--- config.mk ---
export PLATFORM = sky130hd
export DESIGN_NAME = multdiv_iter_flat
export DESIGN_NICKNAME = d
export VERILOG_FILES = /design/src/rtl/multdiv_pkg.sv /design/src/rtl/multdiv_if.sv /design/src/rtl/iter_counter.sv /design/src/rtl/multdiv_iter.sv /design/src/flat_wrapper.sv
export SDC_FILE = /design/constraint.sdc
export NUM_CORES = 1
export LEC_CHECK = 0
export CAP_MARGIN = 20
export CELL_PAD_IN_SITES_DETAIL_PLACEMENT = 0
export CELL_PAD_IN_SITES_GLOBAL_PLACEMENT = 2
export CORE_UTILIZATION = 35
export DETAILED_ROUTE_END_ITERATION = 10
export PLACE_DENSITY_LB_ADDON = 0.1
export RECOVER_POWER = 50
export SETUP_SLACK_MARGIN = 0.2
export SYNTH_ARGS = -nofsm -noshare
export SYNTH_HDL_FRONTEND = slang
export SYNTH_SLANG_ARGS = --single-unit
--- constraint.sdc ---
create_clock -name clk -period 7.7 [get_ports clk]
set_clock_uncertainty 0.05 [all_clocks]
set_input_delay 2.31 -clock clk [delete_from_list [all_inputs] [get_ports clk]]
set_output_delay 2.31 -clock clk [all_outputs]
set_load 0.01 [all_outputs]
--- src/rtl/multdiv_pkg.sv ---
// Shared types and sizing for the iterative multiply/divide unit.
package multdiv_pkg;

  localparam int WIDTH = 32;
  localparam int ITER  = 32;
  localparam int CNT_W = 6;

  typedef enum logic [1:0] {IDLE, MUL, DIV, DONE} state_t;

  // Two's complement magnitude; 0x80000000 maps to 2^31, which fits unsigned.
  function automatic logic [WIDTH-1:0] mag(input logic [WIDTH-1:0] x);
    return x[WIDTH-1] ? -x : x;
  endfunction

endpackage

--- src/rtl/multdiv_if.sv ---
// Start/operand request and result/exception response of the mult/div unit.
interface multdiv_if;
  import multdiv_pkg::*;

  logic             ctrl_MULT;
  logic             ctrl_DIV;
  logic [WIDTH-1:0] data_operandA;
  logic [WIDTH-1:0] data_operandB;
  logic [WIDTH-1:0] data_result;
  logic             data_exception;
  logic             data_resultRDY;

  modport master (
    output ctrl_MULT, ctrl_DIV, data_operandA, data_operandB,
    input  data_result, data_exception, data_resultRDY
  );

  modport slave (
    input  ctrl_MULT, ctrl_DIV, data_operandA, data_operandB,
    output data_result, data_exception, data_resultRDY
  );

endinterface

--- src/rtl/iter_counter.sv ---
// Iteration counter for the mult/div unit; flags the final iteration.
// Latency: count updates on the edge after clear/en.
// Backpressure: none; clear overrides en.
module iter_counter
  import multdiv_pkg::*;
(
  input  logic             clk,
  input  logic             reset,
  input  logic             clear,
  input  logic             en,
  output logic [CNT_W-1:0] count,
  output logic             last
);

  always_ff @(posedge clk) begin
    if (reset || clear) begin
      count <= '0;
    end else if (en) begin
      count <= count + CNT_W'(1);
    end
  end

  assign last = (count == CNT_W'(ITER - 1));

endmodule

--- src/rtl/multdiv_iter.sv ---
// Iterative signed 32-bit multiply (shift-add) / divide (restoring).
// Latency: RDY pulses in the cycle after the 33rd edge following the start edge.
// Backpressure: none; a new start aborts and restarts any operation in flight.
module multdiv_iter
  import multdiv_pkg::*;
(
  input  logic     clk,
  input  logic     reset,
  multdiv_if.slave bus
);

  state_t                 state, state_nxt;
  logic                   start, busy, iter_en, last;
  logic                   prep, neg, dz;
  logic [CNT_W-1:0]       cnt;
  logic [WIDTH-1:0]       a_q, b_q, op, res_q, fin_res;
  logic                   exc_q, fin_exc;
  logic [2*WIDTH-1:0]     acc, acc_nxt, prod;
  logic [WIDTH:0]         sum, shifted, diff;

  assign start   = bus.ctrl_MULT | bus.ctrl_DIV;
  assign busy    = (state == MUL) || (state == DIV);
  // The first busy cycle forms the operand magnitudes and is not an iteration.
  assign iter_en = busy && !prep && !start;

  iter_counter u_cnt (
    .clk   (clk),
    .reset (reset),
    .clear (start),
    .en    (iter_en),
    .count (cnt),
    .last  (last)
  );

  always_ff @(posedge clk) begin
    if (reset) state <= IDLE;
    else       state <= state_nxt;
  end

  always_comb begin
    state_nxt = state;
    case (state)
      IDLE:     state_nxt = IDLE;
      MUL, DIV: if (!prep && last) state_nxt = DONE;
      DONE:     state_nxt = IDLE;
      default:  state_nxt = IDLE;
    endcase
    if (bus.ctrl_MULT)     state_nxt = MUL;
    else if (bus.ctrl_DIV) state_nxt = DIV;
  end

  // MUL: acc = {partial high, remaining multiplier}; DIV: acc = {remainder, dividend/quotient}.
  always_comb begin
    sum     = {1'b0, acc[2*WIDTH-1:WIDTH]} + (acc[0] ? {1'b0, op} : '0);
    shifted = acc[2*WIDTH-1:WIDTH-1];
    diff    = shifted - {1'b0, op};
    if (state == MUL)       acc_nxt = {sum, acc[WIDTH-1:1]};
    else if (!diff[WIDTH])  acc_nxt = {diff[WIDTH-1:0], acc[WIDTH-2:0], 1'b1};
    else                    acc_nxt = {shifted[WIDTH-1:0], acc[WIDTH-2:0], 1'b0};

    prod = neg ? -acc_nxt : acc_nxt;
    if (state == MUL) begin
      fin_res = prod[WIDTH-1:0];
      fin_exc = !((&prod[2*WIDTH-1:WIDTH-1]) || !(|prod[2*WIDTH-1:WIDTH-1]));
    end else begin
      fin_res = dz ? '0 : (neg ? -acc_nxt[WIDTH-1:0] : acc_nxt[WIDTH-1:0]);
      fin_exc = dz || (!neg && acc_nxt[WIDTH-1]);
    end
  end

  always_ff @(posedge clk) begin
    if (reset) begin
      a_q   <= '0;
      b_q   <= '0;
      op    <= '0;
      acc   <= '0;
      neg   <= 1'b0;
      dz    <= 1'b0;
      prep  <= 1'b0;
      res_q <= '0;
      exc_q <= 1'b0;
    end else if (start) begin
      a_q  <= bus.data_operandA;
      b_q  <= bus.data_operandB;
      neg  <= bus.data_operandA[WIDTH-1] ^ bus.data_operandB[WIDTH-1];
      dz   <= (bus.data_operandB == '0);
      prep <= 1'b1;
    end else if (busy) begin
      if (prep) begin
        prep <= 1'b0;
        if (state == MUL) begin
          acc <= {{WIDTH{1'b0}}, mag(b_q)};
          op  <= mag(a_q);
        end else begin
          acc <= {{WIDTH{1'b0}}, mag(a_q)};
          op  <= mag(b_q);
        end
      end else begin
        acc <= acc_nxt;
        if (last) begin
          res_q <= fin_res;
          exc_q <= fin_exc;
        end
      end
    end
  end

  assign bus.data_result    = res_q;
  assign bus.data_exception = exc_q;
  assign bus.data_resultRDY = (state == DONE);

  a_cnt_range: assert property (@(posedge clk) disable iff (reset)
    (busy && !prep) |-> (cnt < CNT_W'(ITER)));

endmodule

--- src/flat_wrapper.sv ---
// flat-port wrapper written by rule: the top's interface ports become plain ports
module multdiv_iter_flat import multdiv_pkg::*;
  (clk, reset, bus_ctrl_MULT, bus_ctrl_DIV, bus_data_operandA, bus_data_operandB, bus_data_result, bus_data_exception, bus_data_resultRDY);
  multdiv_if bus_i ();
  input  logic clk;
  input  logic reset;
  input wire logic [$bits(bus_i.ctrl_MULT)-1:0] bus_ctrl_MULT;
  input wire logic [$bits(bus_i.ctrl_DIV)-1:0] bus_ctrl_DIV;
  input wire logic [$bits(bus_i.data_operandA)-1:0] bus_data_operandA;
  input wire logic [$bits(bus_i.data_operandB)-1:0] bus_data_operandB;
  output wire logic [$bits(bus_i.data_result)-1:0] bus_data_result;
  output wire logic [$bits(bus_i.data_exception)-1:0] bus_data_exception;
  output wire logic [$bits(bus_i.data_resultRDY)-1:0] bus_data_resultRDY;
  assign bus_i.ctrl_MULT = bus_ctrl_MULT;
  assign bus_i.ctrl_DIV = bus_ctrl_DIV;
  assign bus_i.data_operandA = bus_data_operandA;
  assign bus_i.data_operandB = bus_data_operandB;
  assign bus_data_result = bus_i.data_result;
  assign bus_data_exception = bus_i.data_exception;
  assign bus_data_resultRDY = bus_i.data_resultRDY;
  multdiv_iter u_core (.clk(clk), .reset(reset), .bus(bus_i));
endmodule
# After elaboration in Yosys (flattened, before gate mapping)
# Cells that the tools add are included.
[word_totals] ff_bits=204 out_inout_bits=34 word_cells=72
[classes] add_sub_neg=7 eq_ne=6 muxes=19 bitwise=4 reduce_logical=24
[op_table] op="2-to-1 mux 32 bit" count=8
[op_table] op="2-to-1 mux 64 bit" count=4
[op_table] op="negation 32 bit" count=3
[op_table] op="negation 64 bit" count=1
[op_table] op="adder 32 x 33 -> 33 bit" count=1
[op_table] op="AND reduction 33 bit" count=1
[op_table] op="OR reduction 33 bit" count=1
[op_table] op="subtractor 33 x 32 -> 33 bit" count=1
[op_table] op="logical NOT 32 bit" count=1
[op_table] op="adder 6 x 1 -> 6 bit (second input constant)" count=1
[op_table] op="equality test 6 x 5 -> 1 bit (second input constant)" count=1
[op_table] op="OR reduction 2 bit" count=3
[op_table] op="logical NOT 1 bit" count=5
[op_table] op="equality test 2 bit (second input constant)" count=2
[op_table] op="logical AND 1 bit" count=4
[op_table] op="logical OR 1 bit" count=4
[op_table] op="2-to-1 mux 1 bit" count=4
[op_table] op="2-to-1 mux 2 bit" count=2
[op_table] op="!= test 4 x 3 -> 1 bit (second input constant)" count=1
[op_table] op="case mux 2 bit (2 select lines)" count=1
[op_table] op="AND reduction 4 bit" count=1
[op_table] op="!= test 3 x 2 -> 1 bit (second input constant)" count=1
[op_table] op="AND reduction 3 bit" count=1
[op_table] op="equality test 2 x 1 -> 1 bit (second input constant)" count=1
[op_table] op="other kinds (6)" count=7

# Longest topological paths before layout
[depth] ltp_word=10 depth_mapped=29 depth_no_buf=27

# By module
# Synthesis repeated with hierarchy kept, for this count alone.
[hier_totals] cells_unflattened=2305 hier_area_um2=16799.9
[modules_own_cells] mod="multdiv_iter" n_inst=1 cells_per_inst=2277 area_per_inst_um2=16540.9 seq_area_each_um2=3963.8
[modules_own_cells] mod="iter_counter" n_inst=1 cells_per_inst=28 area_per_inst_um2=259.0 seq_area_each_um2=120.1

# Worst setup path before layout
# No wires, ideal clock.
[synth_path] path_type="flip-flop to flip-flop" start="register u_core.state[0]" end="register u_core.exc_q, in the netlist u_core.bus.data_exception" setup_time_ns=0.127 arrival_time_ns=6.776 slack_ns=0.747 stages_incl_launch_ff=27 path_cell_list="dfxtp_1 -> ha_1 -> clkbuf_1 -> clkbuf_1 -> buf_1 -> buf_1 -> buf_1 -> buf_1 -> buf_1 -> clkbuf_1 -> clkbuf_1 -> o21ai_0 -> inv_1 -> ha_1 -> o2111ai_1 -> nor2_1 -> nor4b_1 -> nand3b_1 -> o2111ai_1 -> nor3b_1 -> a21boi_0 -> o41a_1 -> nor3_1 -> nand4_1 -> a2111oi_0 -> and4b_1 -> a31oi_1"
[synth_via] elab_chain_len=9
[synth_lines] element="start: declaration" line="multdiv_iter.sv:12" text="state_t state, state_nxt;"
[synth_lines] element="start signal: assignment" line="multdiv_iter.sv:37" text="else state <= state_nxt;"
[synth_lines] element="equality test 2 x 1 -> 1 bit" line="multdiv_iter.sv:22, multdiv_iter.sv:57, multdiv_iter.sv:62"
[synth_lines] element="2-to-1 mux 64 bit" line="multdiv_iter.sv:57" text="if (state == MUL) acc_nxt = {sum, acc[WIDTH-1:1]};"
[synth_lines] element="negation 64 bit" line="multdiv_iter.sv:61" text="prod = neg ? -acc_nxt : acc_nxt;"
[synth_lines] element="2-to-1 mux 64 bit" line="multdiv_iter.sv:61"
[synth_lines] element="OR reduction 33 bit" line="multdiv_iter.sv:64" text="fin_exc = !((&prod[2*WIDTH-1:WIDTH-1]) || !(|prod[2*WIDTH-1:WIDTH-1]));"
[synth_lines] element="logical NOT 1 bit" line="multdiv_iter.sv:64"
[synth_lines] element="logical OR 1 bit" line="multdiv_iter.sv:64"
[synth_lines] element="logical NOT 1 bit" line="multdiv_iter.sv:64"
[synth_lines] element="2-to-1 mux 1 bit" line="multdiv_iter.sv:62" text="if (state == MUL) begin"
[synth_lines] element="end signal: assignment" line="multdiv_iter.sv:102" text="exc_q <= fin_exc;"
[synth_lines] element="end: declaration" line="multdiv_iter.sv:17" text="logic exc_q, fin_exc;"
# Parallel ways exist; a longest one is shown, timed or not.
# A chain may end at the register's enable or synchronous reset.

# Final worst setup path
[layout_path] start="register u_core.acc[31]" end="register u_core.exc_q, in the netlist u_core.bus.data_exception"
[layout_via] elab_chain_len=10
[layout_lines] element="start: declaration" line="multdiv_iter.sv:18" text="logic [2*WIDTH-1:0] acc, acc_nxt, prod;"
[layout_lines] element="start signal: assignment" line="multdiv_iter.sv:92" text="acc <= {{WIDTH{1'b0}}, mag(b_q)};"
[layout_lines] element="start signal: assignment" line="multdiv_iter.sv:95" text="acc <= {{WIDTH{1'b0}}, mag(a_q)};"
[layout_lines] element="start signal: assignment" line="multdiv_iter.sv:99" text="acc <= acc_nxt;"
[layout_lines] element="subtractor 33 x 32 -> 33 bit" line="multdiv_iter.sv:56" text="diff = shifted - {1'b0, op};"
[layout_lines] element="2-to-1 mux 64 bit" line="multdiv_iter.sv:58" text="else if (!diff[WIDTH]) acc_nxt = {diff[WIDTH-1:0], acc[WIDTH-2:0], 1'b1};"
[layout_lines] element="2-to-1 mux 64 bit *" line="multdiv_iter.sv:57"
[layout_lines] element="negation 64 bit" line="multdiv_iter.sv:61"
[layout_lines] element="2-to-1 mux 64 bit *" line="multdiv_iter.sv:61"
[layout_lines] element="OR reduction 33 bit" line="multdiv_iter.sv:64"
[layout_lines] element="logical NOT 1 bit" line="multdiv_iter.sv:64"
[layout_lines] element="logical OR 1 bit *" line="multdiv_iter.sv:64"
[layout_lines] element="logical NOT 1 bit *" line="multdiv_iter.sv:64"
[layout_lines] element="2-to-1 mux 1 bit *" line="multdiv_iter.sv:62"
# Mark *: on every way between the ends. The rest lies on a longest branch, timed or not.

==> Implementation_results.wiki <==
{| class="wikitable"
! Metric !! Value
|-
| Status || finished, violations left
|-
| Violated checks || max-capacitance violations, max-slew violations
|-
| Final weighted congestion in routability-driven placement || ~0.92
|-
| Count of antenna-violating nets left after detailed routing || 0
|-
| Max-slew headroom at the worst pin || -163%
|-
| CTS Root Buffer Type || clkbuf_16
|-
| Critical Path Source || u_core.acc[31]$_SDFFE_PP0P_
|-
| Net count of the mapped netlist || around 2.5k
|-
| Ant. Diodes || 0
|-
| Maximum resistive drop on vdd || between 0.15 and 0.2 mV
|-
| Buffers inserted during post-CTS setup optimization || 0
|-
| Width of the die || 220 um
|-
| Total Negative Setup Slacks || 0 ns
|-
| FF-to-FF setup slack || about 0.75 ns
|-
| Number of unique standard cell types used by synthesis || between 90 and 100
|-
| Mean number of vias per cell || a little under 6
|-
| Maximum number of pins on one net before global-route repair || 97
|-
| Overall overflow remaining after global route || 0
|-
| Clock sink count || ~200
|-
| CTS H-tree lvls || 1
|-
| Die footprint || roughly 48000 um2
|-
| Core outline area || between 40000 and 50000 um2
|-
| Worst-case reg-to-reg path depth || 25
|-
| Site row count || 79
|-
| Count of port buffers added during placement || a little over 100
|-
| Async SR Flop Fraction || 0%
|-
| Kind of end point of the critical path || register
|-
| Gate Count Post-Synth || 2329
|-
| Sequential element share of the synthesized area || about 25%
|-
| Detailed placer's ending HPWL || 50500 um
|-
| Final core occ || 41.1%
|-
| Power density of the placed cells || 228 nW/um2
|-
| Clock period minus worst slack || ~7.0 ns
|-
| Type of element launching the critical path || register
|-
| Clock insertion delay at the later pin of the skew report || roughly 0.58 ns
|-
| Post-synthesis instance area || 16600 um2
|-
| Total I/O pin count || around 100
|-
| Clock transition at the registers of the reported paths || 0.06 ns
|-
| CTS buffer count || 27
|-
| Final Instance Count excl. Fillers || between 2k and 3k
|-
| Avg Cell Area, Syn || 7.13 um2
|-
| Vias in the first global route || around 16k
|-
| Number of nets in the final layout || about 2.5k
|-
| Reported leakage power || around 7.4 nW
|-
| Max-slew violation count || between 200 and 250
|-
| EDFF count, synth || 0
|-
| Req. time, crit path || just over 8 ns
|-
| Flops & latches, synth || ~200
|-
| Arrival time of the worst setup path || 7.37 ns
|-
| Worst Setup Slack, final || between 0.7 and 0.8 ns
|-
| Leading cell type in the layout, fill and taps excluded || nand2_1
|-
| Via total after detailed routing || 17.3k
|-
| Cts hold-fix bufs || 0
|-
| Cts repair resizes || 0
|-
| DRC marker count from the first detailed-route iteration || 1339
|-
| Hold/Removal Path Class || register to register
|-
| WL per Instance || between 20 and 25 um
|-
| Reg-to-Reg End || u_core.bus.data_exception$_SDFFE_PP0P_
|-
| Fraction of layout instances using a drive strength above 1 || 7.02%
|-
| Setup CP Type || register to register
|-
| Max Cap Violations || 3
|-
| Maximum net fanout on the critical path || 8
|-
| Upper clock frequency limit || 0.144 GHz
|-
| Effective utilization at floorplan || between 30% and 40%
|-
| CTS tree || done
|-
| Pre-CTS WS || approximately 0.80 ns
|-
| Post-route clock period utilization || roughly 90%
|-
| Most frequent cells in the layout || 327 x nand2_1, 268 x nor2_1, 222 x a21oi_1
|-
| Initial antenna violation count || 0
|-
| Aggregate routed wire length || 65900 um
|-
| Vertical die dimension || about 220 um
|-
| Number of buffers on the longest clock path || 3
|-
| Total number of yosys warnings || 0
|-
| Setup crit end || u_core.bus.data_exception$_SDFFE_PP0P_
|-
| Number of remaining DRC errors || 0
|-
| Unrepaired setup endpoints after global routing || false
|-
| Wire length of the first global-routing pass || between 100000 and 150000 um
|-
| Final hold violations || 0
|-
| Predominant post-synthesis flop cell || dfxtp_1
|-
| Inst Count DP || approximately 3k
|-
| Final number of setup-violating endpoints || 0
|-
| Synthesis-to-finish area growth || 15.4%
|-
| Worst-margin pin slew || 3.95 ns
|-
| TritonRoute pass-1 iters || 5
|-
| GRT Util Overall || a little over a quarter
|-
| Origin of the critical flop-to-flop path || u_core.acc[31]$_SDFFE_PP0P_
|}
-- final cells by class --
cell class	count	area [um2]
Clock inverter	8	130
Clock buffer	42	842
Sequential cell	204	4090
Inverter	69	259
Tap cell	607	759
Fill cell	4931	27500
Timing Repair Buffer	154	1400
Multi-Input combinational cell	1903	11700
-- cells in the mapped netlist (6+ instances only) --
library cell / count / share of area [%]
a2111oi_0: 7 / 0.37
a211o_1: 7 / 0.37
a211oi_1: 47 / 2.1
a21boi_0: 7 / 0.32
a21o_1: 34 / 1.5
a21oi_1: 223 / 6.7
a221oi_1: 8 / 0.42
a22oi_1: 52 / 2.4
a311oi_1: 11 / 0.58
a31oi_1: 15 / 0.57
and2_1: 42 / 1.6
and3_1: 17 / 0.64
buf_1: 19 / 0.43
buf_2: 10 / 0.30
clkbuf_1: 119 / 2.7
dfxtp_1: 204 / 25
ha_1: 70 / 5.3
inv_1: 67 / 1.5
mux2_2: 10 / 0.68
mux2i_1: 34 / 2.1
nand2_1: 328 / 7.4
nand2b_1: 14 / 0.53
nand3_1: 58 / 1.7
nand4_1: 25 / 0.94
nor2_1: 270 / 6.1
nor2b_1: 10 / 0.38
nor3_1: 63 / 1.9
nor3b_1: 12 / 0.54
nor4_1: 23 / 0.87
nor4b_1: 7 / 0.37
o2111ai_1: 9 / 0.47
o211ai_1: 24 / 1.1
o21a_1: 6 / 0.27
o21ai_0: 104 / 3.1
o21ai_1: 6 / 0.18
o31a_1: 8 / 0.42
o31ai_1: 31 / 1.4
o41ai_1: 12 / 0.63
or2_2: 30 / 1.1
or3_1: 21 / 0.79
or4_1: 16 / 0.72
xnor2_1: 80 / 4.2
xor2_1: 70 / 3.7
-- metrics by stage --
step	total power [mW]	cell area (um2)	hold slack (ns)
after floorplan	2.32	16600	0.390
after global placement	3.00	18200	0.412
after detailed placement	2.99	18200	0.426
after CTS	4.39	19200	0.435
after global routing	4.59	19200	0.453
final	4.37	19200	0.429
-- cell families (layout without fill, tap and decap cells) --
group | count (synthesis) | count (layout) | share of synthesized area, %
XOR/XNOR | 150 | 150 | 7.91
AO/OA/AOI/OAI | 678 | 678 | 27.1
flip-flops | 204 | 204 | 24.6
AND/OR/NAND/NOR | 959 | 959 | 26.9
buffers and inverters | 222 | 273 | 5.22
multiplexers | 44 | 44 | 2.73
adder cells (fa/ha/maj) | 72 | 72 | 5.52
-- sequential cells by signal (all words and copies together) (netlist names) --
name                       flops
u_core.b_q                    32
u_core.neg                     1
u_core.a_q                    32
u_core.u_cnt.count             6
u_core.op                     32
u_core.state                   2
u_core.dz                      1
u_core.bus.data_exception      1
u_core.acc                    64
u_core.bus.data_result        32
u_core.prep                    1
-- worst max-delay path, cell delays in order (launching register included) --
cell       delay [ns]
dfxtp_1          0.35
inv_1            0.09
ha_1             0.17
inv_1            0.06
fa_1             0.40
a21o_1           0.21
a221o_1          0.36
a21o_1           0.25
a311oi_4         0.57
nand2_4          0.08
nand2_2          0.14
o21ai_0          0.14
inv_1            0.10
ha_1             0.21
o2111ai_1        0.21
or4_1            0.58
nor2_1           0.30
o21ai_0          0.18
or3_1            0.36
or4_1            0.62
o31ai_4          0.29
xnor2_1          0.16
nand3_1          0.12
a2111oi_0        0.50
and4b_1          0.27
a31oi_1          0.07
-- power breakdown --
part	switching (mW)	internal, mW
registers	0.0532	1.09
logic	1.21	0.631
clock network	0.533	0.850
total	1.79	2.57
-- routing by layer --
metal / up-vias / track usage, % / share of wire, %
li1: 8442 / - / -
met1: 8303 / 35.0 / 44
met2: 444 / 46.1 / 47
met3: 105 / 3.51 / 4.6
met4: 0 / 9.79 / 3.8
met5: - / 0 / 0
-- how the worst min path moves through the flow --
stage                                 from  slack, ns  cells past startpoint                           to
4_1_cts         u_core.op[30]$_SDFFE_PP0P_       0.43                      2   u_core.op[30]$_SDFFE_PP0P_
5_1_grt        u_core.a_q[29]$_SDFFE_PP0N_       0.45                      2  u_core.a_q[29]$_SDFFE_PP0N_
6_report       u_core.a_q[21]$_SDFFE_PP0N_       0.43                      2  u_core.a_q[21]$_SDFFE_PP0N_
3_3_place_gp    u_core.op[30]$_SDFFE_PP0P_       0.41                      2   u_core.op[30]$_SDFFE_PP0P_
2_1_floorplan   u_core.op[30]$_SDFFE_PP0P_       0.39                      2   u_core.op[30]$_SDFFE_PP0P_
3_5_place_dp    u_core.op[30]$_SDFFE_PP0P_       0.43                      2   u_core.op[30]$_SDFFE_PP0P_
Power figures use the tool's default switching activity.
